`config.mk`:
```
export PLATFORM = sky130hd
export DESIGN_NAME = free_list_flat
export DESIGN_NICKNAME = d
export VERILOG_FILES = /design/src/rtl/free_list_if.sv /design/src/rtl/free_list.sv /design/src/flat_wrapper.sv
export SDC_FILE = /design/constraint.sdc
export NUM_CORES = 1
export LEC_CHECK = 0
export CAP_MARGIN = 20
export CORE_UTILIZATION = 40
export DETAILED_ROUTE_END_ITERATION = 6
export PLACE_DENSITY = 0.67
export REMOVE_ABC_BUFFERS = 1
export SLEW_MARGIN = 20
export SYNTH_ARGS = -nofsm -noshare
export SYNTH_HDL_FRONTEND = slang
export SYNTH_SLANG_ARGS = --single-unit
```
`constraint.sdc`:
```
create_clock -name clock -period 16.35 [get_ports clock]
set_clock_uncertainty 0.2 [all_clocks]
set_input_delay 4.905 -clock clock [delete_from_list [all_inputs] [get_ports clock]]
set_output_delay 4.905 -clock clock [all_outputs]
set_load 0.05 [all_outputs]
```
`src/rtl/free_list_if.sv`:
```
// free_list_if: rename-stage <-> free list bundle.
//   dispatch_req  3 bits        slot i wants a new PR
//   retire_en     3 bits        slot i retires and frees told_in[i]
//   told_in       3 x PR        Told tags being freed
//   BPRecoverEN   1 bit         mispredict recovery
//   free_pr       3 x PR        PR offered to slot i
//   alloc_grant   3 bits        slot i granted this cycle
//   avail_num     2 bits        min(free_count, 3)
//   free_count    CntW bits     number of free PRs
// The master is the rename stage; the slave is the free list.
interface free_list_if #(
    parameter int unsigned PR    = 6,
    parameter int unsigned DEPTH = 32
);
    localparam int unsigned CntW = $clog2(DEPTH + 1);

    logic [2:0]           dispatch_req;
    logic [2:0]           retire_en;
    logic [2:0][PR-1:0]   told_in;
    logic                 BPRecoverEN;
    logic [2:0][PR-1:0]   free_pr;
    logic [2:0]           alloc_grant;
    logic [1:0]           avail_num;
    logic [CntW-1:0]      free_count;

    modport master (
        output dispatch_req, retire_en, told_in, BPRecoverEN,
        input  free_pr, alloc_grant, avail_num, free_count
    );

    modport slave (
        input  dispatch_req, retire_en, told_in, BPRecoverEN,
        output free_pr, alloc_grant, avail_num, free_count
    );
endinterface

```
`src/rtl/free_list.sv`:
```
// free_list: circular free list of physical registers for a 3-wide rename stage.
// Ports:
//   clock  in  rising-edge clock
//   reset  in  synchronous, active-high; wins over every other input
//   bus    free_list_if.slave: allocation requests/grants, retire frees, recovery
// Allocation is combinational from the registered state (zero latency); retires push
// Told tags at the tail. Recovery rewinds head to the architectural head and marks
// the list full again in a single cycle.
module free_list #(
    parameter int unsigned PR        = 6,
    parameter int unsigned NUM_PR    = 2 ** PR,
    parameter int unsigned ARCH_REGS = 32,
    parameter int unsigned DEPTH     = NUM_PR - ARCH_REGS
) (
    input logic         clock,
    input logic         reset,
    free_list_if.slave  bus
);
    localparam int unsigned PtrW = $clog2(DEPTH);
    localparam int unsigned CntW = $clog2(DEPTH + 1);

    logic [PR-1:0]   entry_q [DEPTH];
    logic [PR-1:0]   entry_d [DEPTH];
    logic [PtrW-1:0] head_q, head_d;
    logic [PtrW-1:0] tail_q, tail_d;
    logic [PtrW-1:0] arch_head_q, arch_head_d;
    logic [CntW-1:0] count_q, count_d;

    logic [1:0]         avail;
    logic [2:0]         grant;
    logic [1:0]         n_grant;
    logic [1:0]         n_ret;
    logic [2:0][PR-1:0] pr_sel;

    // Pointer advance modulo DEPTH; k is at most 3, so one subtraction suffices.
    function automatic logic [PtrW-1:0] ptr_add(input logic [PtrW-1:0] p, input logic [1:0] k);
        int unsigned s;
        s = 32'(p) + 32'(k);
        if (s >= DEPTH) s = s - DEPTH;
        return s[PtrW-1:0];
    endfunction

    // Grants in slot order. A requesting slot sees the entry its grant would take;
    // an idle slot previews entry[head+i] so the next three free PRs are visible.
    always_comb begin
        avail   = (count_q >= CntW'(3)) ? 2'd3 : count_q[1:0];
        grant   = '0;
        n_grant = '0;
        pr_sel  = '0;
        for (int i = 0; i < 3; i++) begin
            if (bus.dispatch_req[i]) begin
                pr_sel[i] = entry_q[ptr_add(head_q, n_grant)];
                if (!bus.BPRecoverEN && (n_grant < avail)) begin
                    grant[i] = 1'b1;
                    n_grant  = n_grant + 2'd1;
                end
            end else begin
                pr_sel[i] = entry_q[ptr_add(head_q, 2'(i))];
            end
        end
    end

    // Retire pushes and next-state. Grants use the pre-retire count (no same-cycle bypass).
    always_comb begin
        entry_d = entry_q;
        n_ret   = '0;
        for (int i = 0; i < 3; i++) begin
            if (bus.retire_en[i]) begin
                entry_d[ptr_add(tail_q, n_ret)] = bus.told_in[i];
                n_ret = n_ret + 2'd1;
            end
        end
        tail_d      = ptr_add(tail_q, n_ret);
        arch_head_d = ptr_add(arch_head_q, n_ret);
        if (bus.BPRecoverEN) begin
            // Every speculative allocation is returned: rewind to the retired frontier.
            head_d  = arch_head_d;
            count_d = CntW'(DEPTH);
        end else begin
            head_d  = ptr_add(head_q, n_grant);
            count_d = count_q - CntW'(n_grant) + CntW'(n_ret);
        end
    end

    always_ff @(posedge clock) begin
        if (reset) begin
            for (int i = 0; i < DEPTH; i++) begin
                entry_q[i] <= PR'(ARCH_REGS + i);
            end
            head_q      <= '0;
            tail_q      <= '0;
            arch_head_q <= '0;
            count_q     <= CntW'(DEPTH);
        end else begin
            entry_q     <= entry_d;
            head_q      <= head_d;
            tail_q      <= tail_d;
            arch_head_q <= arch_head_d;
            count_q     <= count_d;
        end
    end

    assign bus.free_pr     = pr_sel;
    assign bus.alloc_grant = grant;
    assign bus.avail_num   = avail;
    assign bus.free_count  = count_q;

    a_count_max: assert property (@(posedge clock) disable iff (reset)
        count_q <= CntW'(DEPTH));
    a_no_overflow: assert property (@(posedge clock) disable iff (reset)
        (32'(count_q) + 32'(n_ret)) <= DEPTH);
    a_tail_arch: assert property (@(posedge clock) disable iff (reset)
        tail_q == arch_head_q);

    for (genvar g = 0; g < 3; g++) begin : g_told_chk
        a_told_valid: assert property (@(posedge clock) disable iff (reset)
            bus.retire_en[g] |-> (32'(bus.told_in[g]) < NUM_PR));
    end
endmodule
```
`src/flat_wrapper.sv`:
```
// flat-port wrapper written by rule: the top's interface ports become plain ports
module free_list_flat 
#(
    parameter int unsigned PR        = 6,
    parameter int unsigned NUM_PR    = 2 ** PR,
    parameter int unsigned ARCH_REGS = 32,
    parameter int unsigned DEPTH     = NUM_PR - ARCH_REGS
)
  (clock, reset, bus_dispatch_req, bus_retire_en, bus_told_in, bus_BPRecoverEN, bus_free_pr, bus_alloc_grant, bus_avail_num, bus_free_count);
  free_list_if #(.PR(PR), .DEPTH(DEPTH)) bus_i ();
  input logic clock;
  input logic reset;
  input wire logic [$bits(bus_i.dispatch_req)-1:0] bus_dispatch_req;
  input wire logic [$bits(bus_i.retire_en)-1:0] bus_retire_en;
  input wire logic [$bits(bus_i.told_in)-1:0] bus_told_in;
  input wire logic [$bits(bus_i.BPRecoverEN)-1:0] bus_BPRecoverEN;
  output wire logic [$bits(bus_i.free_pr)-1:0] bus_free_pr;
  output wire logic [$bits(bus_i.alloc_grant)-1:0] bus_alloc_grant;
  output wire logic [$bits(bus_i.avail_num)-1:0] bus_avail_num;
  output wire logic [$bits(bus_i.free_count)-1:0] bus_free_count;
  assign bus_i.dispatch_req = bus_dispatch_req;
  assign bus_i.retire_en = bus_retire_en;
  assign bus_i.told_in = bus_told_in;
  assign bus_i.BPRecoverEN = bus_BPRecoverEN;
  assign bus_free_pr = bus_i.free_pr;
  assign bus_alloc_grant = bus_i.alloc_grant;
  assign bus_avail_num = bus_i.avail_num;
  assign bus_free_count = bus_i.free_count;
  free_list #(.PR(PR), .NUM_PR(NUM_PR), .ARCH_REGS(ARCH_REGS), .DEPTH(DEPTH)) u_core (.clock(clock), .reset(reset), .bus(bus_i));
endmodule
```
==> metrics.md <==
| Metric | Value |
|---|---|
| Die height | `231 um` |
| #FFs+latches synth | `213` |
| Total buffers and inverters traversed by the critical path | `2` |
| Final Hold Vio Count | `0` |
| Vias per cell | `approximately 7.4` |
| Cell Pwr Density | `between 100 and 150 nW/um^2` |
| Htree depth | `1` |
| Setup_tns | `0 ps` |
| Port-buffer cells | `55` |
| Routed Wire Length | `103 mm` |
| Slowest stage delay, CP | `860 ps` |
| Ys flop type | `dfxtp_1` |
| Wire per inst | `35.4 um` |
| CTS-repair resized insts | `0` |
| Post-CTS Setup Repair Bufs | `0` |
| Worst path cell trace | `clkdlybuf4s50_1, nor3_1, ha_1, nand2_1, o41ai_1, ha_2, fa_2, xor2_1, nor2_1, a22o_1, o21ai_0, nand3_1, clkdlybuf4s50_1` |
| Crit Path Class | `in2out` |
| Global-route wire length before repair | `146 mm` |
| Sequential area share after synthesis | `between 20% and 30%` |
| Total power | `2820 uW` |
| Post-synth design cell area | `20900 sq um` |
| GRT Util Overall | `approximately 38%` |
| R2R depth | `19` |
| Iter 0 DRT Violations | `3055` |
| CP dominant cell by count | `clkdlybuf4s50_1` |
| Worst-Margin Slew | `1300 ps` |
| Row cnt | `83` |
| Leading cell type in the layout, fill and taps excluded | `o21ai_0` |
| Crit path DAT | `10340 ps` |
| DRC errors left | `0` |
| Most frequent cells in the layout | `o21ai_0 (294), nand2_1 (240), mux2i_1 (216)` |
| Critical path origin | `bus_BPRecoverEN` |
| VDD IR max | `97.5 uV` |
| Post-CTS Hold Buffers | `0` |
| Num CTS Buffers | `28` |
| Clock Sinks | `213` |
| Min-delay src | `u_core.arch_head_q[2]` |
| Status | `completed` |
| Period utilization | `94.5%` |
| CTS max path bufs | `3` |
| I/O pins | `56` |
| Worst path required time | `11240 ps` |
| Total core area | `51500 sq um` |
| Worst skew pair latency | `580 ps` |
| Max_cap viols | `0` |
| Max FO, Critical Path | `14` |
| Total gr overflow | `0` |
| Post-synth EDFFs | `0` |
| CTS tree | `yes` |
| Crit end category | `primary output` |
| FILL cells | `5039` |
| Achievable frequency | `64.7 MHz` |
| Vias in the first global route | `19900` |
| Number of distinct library cells after synthesis | `66` |
| Vias | `approximately 22000` |
| Root Driver | `clkbuf_16` |
| Antenna-violating nets left | `0` |
| Area Overhead vs Synth | `9.38%` |
| Synth area leader | `mux4_2` |
| Pleak | `0.00780 uW` |
| Final nets | `roughly 2300` |
| Initial antenna violation count | `4` |
| Post-synthesis async set-or-reset flop share | `0%` |
| Placed cell areas | `21900 sq um` |
| Yosys top cell area share | `22.5%` |
| RSZ-0062 raised after global routing | `no` |
| Rel. slew slack | `12.9%` |
| R2R Path Start | `u_core.bus.free_count[2]` |
| CP Launch Type | `primary input` |
| Layout cell share with drive strength beyond 1 | `21.3%` |
| Hold/Removal Path Class | `reg2reg` |
| Mean Syn Cell Area | `9.11 sq um` |
| Worst-path clk slew | `~50 ps` |
| Final setup vio count | `0` |
| Gpl congestion | `1.03` |
| Gate Count Post-Synth | `~2300` |
| WP depth | `13` |
| Critical path's top delay family | `buffers and inverters` |
| Final HPWL DP | `71.3 mm` |
| Pre-antenna DRT Iters | `6` |
| Worst path slowest cell | `xor2_1` |
| Max Slew Vio Count | `0` |
| Cell area after layout | `about 23000 sq um` |
| Synth warn | `0` |
| Worst hold stages | `2` |
| Die area | `53300 sq um` |
| Largest net degree at the start of global routing | `93` |
| Initial Utilization | `40.6%` |
| Synth area leaders | `mux4_2 (22%), dfxtp_1 (20%), mux2i_1 (10%)` |
| Min Clock Period, post-route | `15450 ps` |
| Die W | `~230 um` |
-- where the power goes --
| group | leakage, uW | switching (uW) | internal [uW] |
|---|---|---|---|
| registers | 0.00173 | 89.1 | 560 |
| logic | 0.00562 | 911 | 604 |
| clock network | 0.000443 | 267 | 384 |
-- cells by family after synthesis --
kind of cell / count (synthesis) / synth area share [%]
buf+inv: 257 / 5.24
simple gates: 537 / 12.4
fa+ha+maj: 36 / 2.40
mux: 515 / 37.6
compound gates: 712 / 20.7
xor+xnor: 29 / 1.25
flops: 213 / 20.4
-- worst reg2reg max path, cell delays in order, from the launching register on --
cell and delay [ps]:
dfxtp_1 350, inv_1 90, ha_1 230, o211ai_1 430, nor2_1 110, nor3_1 430
ha_1 320, nand2_1 60, o41ai_1 210, and3b_1 270, or2_2 340, fa_1 490
inv_1 60, ha_1 280, a21o_1 180, a21oi_1 230, o21bai_1 90, a21oi_1 190
xnor2_1 130, nand2_1 60
-- state kept, by name, indices dropped and copies added (netlist names) --
register               count
u_core.arch_head_q         5
u_core.entry_q           192
u_core.head_q              5
u_core.tail_q              5
u_core.bus.free_count      6
-- path summary, 6_finish.rpt --
path	to	slack (ps)
worst min-delay path	u_core.arch_head_q[2]	360
worst max register to register	u_core.bus.free_count[5]	11490
worst max-delay path	bus_free_pr[12]	900
worst min register to register	u_core.arch_head_q[2]	360
-- metal layers --
metal | vias up | part of all wire (%) | GRT usage [%]
met3 | 415 | 15 | 14.1
met4 | 0 | 6.8 | 20.0
met1 | 10500 | 38 | 49.5
met2 | 1923 | 40 | 54.1
met5 | - | 0 | 0
li1 | 8691 | - | -
-- area by class of cell --
| type | instances | area [sq um] | area share (%) |
|---|---|---|---|
| sequential | 213 | 4270 | 18.7 |
| clock buffer | 40 | 796 | 3.47 |
| multi-input combinational | 1829 | 15700 | 68.6 |
| clock inverter | 9 | 141 | 0.617 |
| tap | 680 | 851 | 3.72 |
| antenna | 5 | 12.5 | 0.0546 |
| inverter | 21 | 78.8 | 0.344 |
| timing repair buffer | 120 | 1050 | 4.57 |
-- per-stage QoR --
step	setup slack, ps	std cells	util (%)	hold WS [ps]
6_report	902	2917	44.5	361
4_1_cts	1040	2910	44.3	357
5_1_grt	790	2913	44.4	398
3_5_place_dp	1090	2861	42.5	349
3_3_place_gp	1030	2861	42.5	338
2_1_floorplan	1080	2063	-	297
-- synth_stat cells (all sizes together) (19+ instances only) --
cell    number
a221o       56
a211o       19
ha          29
o22ai       36
nor3        39
clkbuf     144
o21ai      303
inv         20
xnor2       21
dfxtp      213
a211oi      24
a21oi      200
nand2      244
nor2        97
nand3       58
mux2        90
and3        27
mux4       209
buf         92
mux2i      216
Power figures use the tool's default switching activity.
